$ cat src/rtl/aes_mixcol_pkg.sv
// -----------------------------------------------------------------------------
// aes_mixcol_pkg
//   Shared constants, FSM encoding and GF(2^8) helper for the AES MixColumns
//   engine. Holds the values otherwise found in the IP-wide defines:
//   byte width, state/column widths, the GF reduction constant and the FSM
//   state encodings (IDLE=0, RUN=1, DONE=2).
// -----------------------------------------------------------------------------
package aes_mixcol_pkg;

    localparam int MIXCOLUMN_WIDTH = 8;
    localparam int AES_STATE_W     = 128;
    localparam int AES_COL_W       = 32;

    // Low byte of the AES field polynomial x^8+x^4+x^3+x+1 (0x11B)
    localparam logic [7:0] GF_RED = 8'h1B;

    typedef enum logic [1:0] {
        ST_IDLE = 2'd0,
        ST_RUN  = 2'd1,
        ST_DONE = 2'd2
    } mixcol_state_e;

    // Multiply a field element by x, reducing modulo the AES polynomial
    function automatic logic [7:0] xtime(input logic [7:0] b);
        return {b[6:0], 1'b0} ^ (b[7] ? GF_RED : 8'h00);
    endfunction

endpackage

$ cat src/rtl/aes_mixcol_column.sv
// -----------------------------------------------------------------------------
// aes_mixcol_column
//   Combinational transform of one 32-bit AES column.
//   Ports:
//     col  in  32  column, row 0 byte in bits [31:24]
//     inv  in  1   0 = MixColumns [2 3 1 1], 1 = InvMixColumns [e b d 9]
//     res  out 32  transformed column, same byte layout
//   Every constant product is built from one xtime chain per byte
//   (x2, x4, x8) plus XORs; there are no lookup tables or multipliers.
// -----------------------------------------------------------------------------
module aes_mixcol_column
    import aes_mixcol_pkg::*;
(
    input  logic [AES_COL_W-1:0] col,
    input  logic                 inv,
    output logic [AES_COL_W-1:0] res
);

    logic [MIXCOLUMN_WIDTH-1:0] a_s  [4];
    logic [MIXCOLUMN_WIDTH-1:0] x2_s [4];
    logic [MIXCOLUMN_WIDTH-1:0] x4_s [4];
    logic [MIXCOLUMN_WIDTH-1:0] x8_s [4];
    logic [MIXCOLUMN_WIDTH-1:0] m2_s [4];
    logic [MIXCOLUMN_WIDTH-1:0] m3_s [4];
    logic [MIXCOLUMN_WIDTH-1:0] m9_s [4];
    logic [MIXCOLUMN_WIDTH-1:0] mb_s [4];
    logic [MIXCOLUMN_WIDTH-1:0] md_s [4];
    logic [MIXCOLUMN_WIDTH-1:0] me_s [4];

    for (genvar r = 0; r < 4; r++) begin : g_byte
        assign a_s[r]  = col[AES_COL_W-1-MIXCOLUMN_WIDTH*r -: MIXCOLUMN_WIDTH];
        assign x2_s[r] = xtime(a_s[r]);
        assign x4_s[r] = xtime(x2_s[r]);
        assign x8_s[r] = xtime(x4_s[r]);

        // Constant products as XOR combinations of the shared powers of x
        assign m2_s[r] = x2_s[r];
        assign m3_s[r] = x2_s[r] ^ a_s[r];
        assign m9_s[r] = x8_s[r] ^ a_s[r];
        assign mb_s[r] = x8_s[r] ^ x2_s[r] ^ a_s[r];
        assign md_s[r] = x8_s[r] ^ x4_s[r] ^ a_s[r];
        assign me_s[r] = x8_s[r] ^ x4_s[r] ^ x2_s[r];
    end

    for (genvar r = 0; r < 4; r++) begin : g_row
        logic [MIXCOLUMN_WIDTH-1:0] fwd_s;
        logic [MIXCOLUMN_WIDTH-1:0] inv_s;

        // Row r uses the coefficient vector rotated right by r
        assign fwd_s = m2_s[r] ^ m3_s[(r+1)%4] ^ a_s[(r+2)%4]  ^ a_s[(r+3)%4];
        assign inv_s = me_s[r] ^ mb_s[(r+1)%4] ^ md_s[(r+2)%4] ^ m9_s[(r+3)%4];

        assign res[AES_COL_W-1-MIXCOLUMN_WIDTH*r -: MIXCOLUMN_WIDTH] = inv ? inv_s : fwd_s;
    end

endmodule

$ cat src/rtl/aes_mixcol_engine.sv
// -----------------------------------------------------------------------------
// aes_mixcol_engine
//   Iterative AES MixColumns / InvMixColumns engine on a 128-bit state.
//   A block is latched on acceptance, then COLS_PER_CYCLE columns are
//   rewritten in place per clock for 4/COLS_PER_CYCLE cycles. The result is
//   held on out_data with out_valid until downstream takes it; a new block
//   may be accepted on that same edge.
//   Parameters:
//     COLS_PER_CYCLE  1,2,4 columns per clock (anything else fails elaboration)
//     DATA_W          state width, must be 128
//   Ports:
//     clk, rst                 clock, synchronous active-high reset
//     in_valid/in_ready        input handshake
//     in_data [DATA_W]         state; column c = in_data[127-32c -: 32]
//     in_inv                   0 = forward, 1 = inverse transform
//     in_bypass                only when AES_MIXCOL_BYPASS_EN is defined:
//                              block passes through unchanged (same latency)
//     out_valid/out_ready      output handshake
//     out_data [DATA_W]        result, same byte layout as in_data
//     busy                     high while a block is in RUN or DONE
//   Build option: define AES_MIXCOL_BYPASS_EN to add the in_bypass port.
// -----------------------------------------------------------------------------
module aes_mixcol_engine
    import aes_mixcol_pkg::*;
#(
    parameter int COLS_PER_CYCLE = 1,
    parameter int DATA_W         = 128
)
(
    input  logic              clk,
    input  logic              rst,
    input  logic              in_valid,
    output logic              in_ready,
    input  logic [DATA_W-1:0] in_data,
    input  logic              in_inv,
`ifdef AES_MIXCOL_BYPASS_EN
    input  logic              in_bypass,
`endif
    output logic              out_valid,
    input  logic              out_ready,
    output logic [DATA_W-1:0] out_data,
    output logic              busy
);

    if (COLS_PER_CYCLE != 1 && COLS_PER_CYCLE != 2 && COLS_PER_CYCLE != 4) begin : g_bad_cols
        $error("aes_mixcol_engine: COLS_PER_CYCLE must be 1, 2 or 4");
    end
    if (DATA_W != AES_STATE_W) begin : g_bad_width
        $error("aes_mixcol_engine: DATA_W must be 128");
    end

    localparam int         N_CYC    = 4 / COLS_PER_CYCLE;
    localparam logic [1:0] CNT_LAST = 2'(N_CYC - 1);
    // Truncates to 0 for four columns per cycle; cnt is then always 0,
    // so the group base stays correct.
    localparam logic [1:0] CPC_2B   = 2'(COLS_PER_CYCLE);

    mixcol_state_e        state_r;
    mixcol_state_e        state_nxt_s;
    logic [1:0]           cnt_r;
    logic [1:0]           cnt_nxt_s;
    logic                 out_valid_r;
    logic                 out_valid_nxt_s;
    logic                 load_s;
    logic                 step_s;
    logic                 inv_r;
    logic [1:0]           base_s;

    logic [AES_COL_W-1:0] in_cols_s   [4];
    logic [AES_COL_W-1:0] work_r      [4];
    logic [AES_COL_W-1:0] work_nxt_s  [4];

    logic [1:0]           col_idx_s   [COLS_PER_CYCLE];
    logic [AES_COL_W-1:0] col_in_s    [COLS_PER_CYCLE];
    logic [AES_COL_W-1:0] col_res_s   [COLS_PER_CYCLE];
    logic [AES_COL_W-1:0] col_out_s   [COLS_PER_CYCLE];

`ifdef AES_MIXCOL_BYPASS_EN
    logic                 bypass_r;
`endif

    // Column view of the input and output state vectors
    for (genvar c = 0; c < 4; c++) begin : g_pack
        assign in_cols_s[c] = in_data[DATA_W-1-AES_COL_W*c -: AES_COL_W];
        assign out_data[DATA_W-1-AES_COL_W*c -: AES_COL_W] = work_r[c];
    end

    // First column of the group handled this cycle: cnt * COLS_PER_CYCLE
    assign base_s = cnt_r * CPC_2B;

    for (genvar g = 0; g < COLS_PER_CYCLE; g++) begin : g_col
        assign col_idx_s[g] = base_s + 2'(g);
        assign col_in_s[g]  = work_r[col_idx_s[g]];

        aes_mixcol_column u_column (
            .col (col_in_s[g]),
            .inv (inv_r),
            .res (col_res_s[g])
        );

`ifdef AES_MIXCOL_BYPASS_EN
        assign col_out_s[g] = bypass_r ? col_in_s[g] : col_res_s[g];
`else
        assign col_out_s[g] = col_res_s[g];
`endif
    end

    // Work register image with the current group's columns replaced
    always_comb begin
        for (int c = 0; c < 4; c++) begin
            work_nxt_s[c] = work_r[c];
        end
        for (int g = 0; g < COLS_PER_CYCLE; g++) begin
            work_nxt_s[col_idx_s[g]] = col_out_s[g];
        end
    end

    // Next-state, counter and handshake decode
    always_comb begin
        state_nxt_s     = state_r;
        cnt_nxt_s       = cnt_r;
        out_valid_nxt_s = out_valid_r;
        load_s          = 1'b0;
        step_s          = 1'b0;
        case (state_r)
            ST_IDLE: begin
                if (in_valid) begin
                    state_nxt_s = ST_RUN;
                    cnt_nxt_s   = 2'd0;
                    load_s      = 1'b1;
                end else begin
                    state_nxt_s = ST_IDLE;
                end
            end
            ST_RUN: begin
                step_s = 1'b1;
                if (cnt_r == CNT_LAST) begin
                    state_nxt_s     = ST_DONE;
                    cnt_nxt_s       = 2'd0;
                    out_valid_nxt_s = 1'b1;
                end else begin
                    cnt_nxt_s = cnt_r + 2'd1;
                end
            end
            ST_DONE: begin
                if (out_ready) begin
                    out_valid_nxt_s = 1'b0;
                    // Accepting the next block on the hand-off edge avoids an idle cycle
                    if (in_valid) begin
                        state_nxt_s = ST_RUN;
                        cnt_nxt_s   = 2'd0;
                        load_s      = 1'b1;
                    end else begin
                        state_nxt_s = ST_IDLE;
                    end
                end else begin
                    state_nxt_s = ST_DONE;
                end
            end
            default: begin
                state_nxt_s     = ST_IDLE;
                cnt_nxt_s       = 2'd0;
                out_valid_nxt_s = 1'b0;
            end
        endcase
    end

    // FSM state, group counter and output-valid register
    always_ff @(posedge clk) begin
        if (rst) begin
            state_r     <= ST_IDLE;
            cnt_r       <= 2'd0;
            out_valid_r <= 1'b0;
        end else begin
            state_r     <= state_nxt_s;
            cnt_r       <= cnt_nxt_s;
            out_valid_r <= out_valid_nxt_s;
        end
    end

    // Work register and per-block mode latches
    always_ff @(posedge clk) begin
        if (rst) begin
            inv_r <= 1'b0;
            for (int c = 0; c < 4; c++) begin
                work_r[c] <= {AES_COL_W{1'b0}};
            end
        end else if (load_s) begin
            inv_r <= in_inv;
            for (int c = 0; c < 4; c++) begin
                work_r[c] <= in_cols_s[c];
            end
        end else if (step_s) begin
            for (int c = 0; c < 4; c++) begin
                work_r[c] <= work_nxt_s[c];
            end
        end else begin
            inv_r <= inv_r;
        end
    end

`ifdef AES_MIXCOL_BYPASS_EN
    // Bypass mode latch, captured together with the block
    always_ff @(posedge clk) begin
        if (rst) begin
            bypass_r <= 1'b0;
        end else if (load_s) begin
            bypass_r <= in_bypass;
        end else begin
            bypass_r <= bypass_r;
        end
    end
`endif

    assign in_ready  = (state_r == ST_IDLE) | ((state_r == ST_DONE) & out_ready);
    assign busy      = (state_r != ST_IDLE);
    assign out_valid = out_valid_r;

endmodule
$ cat config.mk
export PLATFORM = sky130hd
export DESIGN_NAME = aes_mixcol_engine
export DESIGN_NICKNAME = d
export VERILOG_FILES = /design/src/rtl/aes_mixcol_pkg.sv /design/src/rtl/aes_mixcol_column.sv /design/src/rtl/aes_mixcol_engine.sv
export SDC_FILE = /design/constraint.sdc
export NUM_CORES = 1
export LEC_CHECK = 0
export ABC_AREA = 1
export BUFFER_PORTS_ARGS = -buffer_cell sky130_fd_sc_hd__buf_2
export CAP_MARGIN = 20
export CORE_ASPECT_RATIO = 0.6
export CORE_MARGIN = 3
export CORE_UTILIZATION = 40
export DETAILED_ROUTE_END_ITERATION = 16
export PLACE_DENSITY = 0.68
export RECOVER_POWER = 50
export SETUP_SLACK_MARGIN = 0.02
export SYNTH_ARGS = -nofsm -noshare
export SYNTH_HDL_FRONTEND = slang
export SYNTH_SLANG_ARGS = --single-unit
$ cat constraint.sdc
create_clock -name clk -period 4 [get_ports clk]
set_clock_uncertainty 0.15 [all_clocks]
set_input_delay 0.4 -clock clk [delete_from_list [all_inputs] [get_ports clk]]
set_output_delay 0.4 -clock clk [all_outputs]
set_load 0.03 [all_outputs]
==> qor.csv <==
stage;metric;value;unit
final_layout;Area Overhead vs Synth;19.4;%
timing;min Tclk post-route;3.72;ns
synth;post-synthesis register bit count;136;
detailed_routing;Routed Antenna Nets;0;
clock_network;clk root buf;clkbuf_16;
worst_setup_path;crit-path most repeated cell;nand2_1;
worst_setup_path;Reg2Reg Setup Slack;0.28;ns
timing;Slew HR;0.0863;
final_layout;fillers;3136;
place;I/O Buffers;263;
worst_setup_path;WP data required;4.02;ns
worst_setup_path;critical path arrival;3.74;ns
clock_network;Post-CTS Setup Bufs;0;
min_path;HP Class;input pin to flop;
synth;top cell type's share of synthesized area;0.305;
final_layout;Final nets;2177;
floorplan;Chip Height;143;microns
clock_network;PostCTS Resize Cnt;0;
detailed_routing;WL final;55.5;mm
clock_network;hold_buf cts;0;
floorplan;initial core utilization;0.413;
worst_setup_path;Setup crit start kind;flop;
synth;Syn Inst Count;1756;
floorplan;num ports;264;
synth;sequential fraction of the synthesis area;0.318;
timing;final setup vio count;0;
place;hpwl dp;44.0;mm
worst_setup_path;slowest CP cell;o21ai_4;
floorplan;Die Wd;235;microns
floorplan;Site Rows;49;
timing;period utilization;0.931;
worst_setup_path;crit-path max FO;10;
power;Leak;6.88;nW
global_routing;initial antenna violation count;0;
global_routing;vias in the first global route;12300;
global_routing;first-pass GRT wire length;80.6;mm
timing;fmax;0.269;GHz
detailed_routing;average wire per standard cell;22.6;microns
worst_setup_path;critical path, cell by cell;buf_4, nand2_1, o21ai_4, inv_2, nand2_1, nand2_2, nand2_2, nand2_4, inv_2, nand2_1, nand2_1, nand2_1, nand3_1, nand2_1, nand2_1, nand2_1, o21ai_1, nand2_1, nand2_1, a21oi_1;
final_layout;# diodes;0;
synth;post-synth net total;1893;
synth;synth unique cells;47;
timing;total negative slack;0;ns
floorplan;core region area;30500;sq um
flow_run;max-capacitance violation count;0;
synth;top post-synthesis cells by area;edfxtp_1 31%, nand2_1 21%, xor2_1 8.4%;
global_routing;pin count of the biggest net entering global routing;51;
global_routing;total gr overflow;0;
synth;Synth Warn #;0;
clock_network;Clock Path Buffers;2;
synth;Syn Area/Cell;7.17;sq um
timing;Worst-Margin Slew;1.37;ns
worst_setup_path;cells on worst reg2reg path;20;
status;outcome;completed;
worst_setup_path;CP endpoint;work_r[1][21]$_SDFFCE_PP0P_;
detailed_routing;vias;13500;
final_layout;share of cells above drive strength 1;0.189;
power;VDD IR max;0.404;mV
final_layout;Final Util;0.493;
floorplan;die area;33700;sq um
timing;RSZ-0062 raised after global routing;no;
clock_network;CTS tree;built;
global_routing;Total GRT Usage;0.322;
clock_network;cts bufs inserted;17;
clock_network;H-tree Lvls;4;
detailed_routing;vias per cell;5.48;
place;Final GP Congestion;1.07;
power;Pwr per Cell Area;764;nW/um^2
worst_setup_path;reg2reg end;work_r[1][21]$_SDFFCE_PP0P_;
clock_network;Clock Latency Late Sink;0.44;ns
timing;final hold violations;0;
detailed_routing;DR iter-0 viols;1717;
detailed_routing;drt drc;0;
synth;synthesized area;12600;sq um
clock_network;clock-pin slew on the worst setup and hold paths;0.06;ns
synth;largest area contributor in the netlist;edfxtp_1;
detailed_routing;drt pass-1 iters;6;
worst_setup_path;CP peak stage delay;0.52;ns
clock_network;Clock Sinks;136;
worst_setup_path;crit path kind;flop to flop;
worst_setup_path;Setup crit end kind;flop;
timing;fin. max-slew vios;0;
per-layer routing:
layer,up-vias,share of wire,global-route usage
li1,6222,-,-
met1,6347,0.43,0.459
met2,834,0.42,0.489
met3,79,0.12,0.0836
met4,0,0.022,0.0794
met5,-,0,0
worst min-delay path by stage:
stage	from	end	cells past startpoint
floorplan	in_inv	inv_r$_SDFFE_PP0P_	2
CTS	rst	state_r[0]$_SDFFE_PP0P_	2
detailed placement	out_valid$_SDFFE_PP0P_	out_valid$_SDFFE_PP0P_	2
finish	rst	state_r[0]$_SDFFE_PP0P_	2
global route	rst	state_r[0]$_SDFFE_PP0P_	2
global placement	out_valid$_SDFFE_PP0P_	out_valid$_SDFFE_PP0P_	2
report_power, final:
group | total (mW) | switching [mW] | internal, mW
registers | 1.94 | 0.160 | 1.78
logic | 7.86 | 5.36 | 2.49
clock network | 1.69 | 0.658 | 1.03
total | 11.5 | 6.18 | 5.31
metrics by stage:
step                power [mW]  hold WS, ns  setup WS, ns  cell area [sq um]  instances
CTS                       11.3       0.0676         0.329              15200       2460
detailed placement        9.62        0.324         0.353              14600       2429
floorplan                 7.04        0.363          1.29              12600       1756
global route              12.2       0.0613        0.0982              15000       2460
finish                    11.5       0.0649         0.277              15000       2460
global placement          9.60        0.320         0.397              14600       2429
critical path: cells and delay by family, from the launching register on:
kind	cells	cell delay (ns)
AO/OA/AOI/OAI	3	0.80
AND/OR/NAND/NOR	14	1.40
flip-flops	1	0.50
buffers and inverters	3	0.58
sequential cells by signal (all words and copies together) (netlist names), named ones only:
name	cells
work_r	128
inv_r	1
cnt_r	2
state_r	2
out_valid	1
synthesized netlist by cell type, drive strengths merged:
cell and count:
a32o 1, nand3b 8, and2 1, nand3 165, o21ai 132, edfxtp 128
a21o 6, ha 4, buf 31, xor2 138, nand2 766, xnor2 67
o211ai 3, inv 101, a22o 1, clkinv 1, a211oi 2, nand2b 1
nand4 2, a21oi 50, dfxtp 8, a21boi 1, nor3 1, clkbuf 39
nor2 76, or2 23
layout by cell type, fill, tap and decap left out, types with 6 or more instances in the layout:
cell,instances
inv_1,76
xnor2_2,7
a21oi_1,49
or2_2,12
edfxtp_1,128
nand2_1,694
nand2_4,21
o21ai_1,16
buf_4,61
clkbuf_16,17
o21ai_0,112
nand3_1,154
a21o_1,6
nand2_2,49
inv_2,23
or2_1,11
buf_2,132
nand3_2,11
nor2_1,76
xor2_1,121
xnor2_1,57
xor2_2,14
dfxtp_1,6
nand3b_1,8
clkbuf_1,133
layout make-up:
type / count / area [sq um] / area share
Multi-Input combinational cell: 1448 / 7770 / 0.517
Sequential cell: 136 / 4010 / 0.266
Timing Repair Buffer: 335 / 1740 / 0.116
Tap cell: 408 / 510 / 0.0340
Clock buffer: 17 / 425 / 0.0283
Inverter: 102 / 393 / 0.0261
Clock inverter: 14 / 181 / 0.0121
kinds of logic after synthesis:
logic type      count (synthesis)  share of synthesized area
compound gates                196                     0.0847
xor+xnor                      205                      0.164
fa+ha+maj                       4                    0.00397
buf+inv                       172                     0.0650
flops                         136                      0.318
simple gates                 1043                      0.364
(Power assumes the default switching activity.)
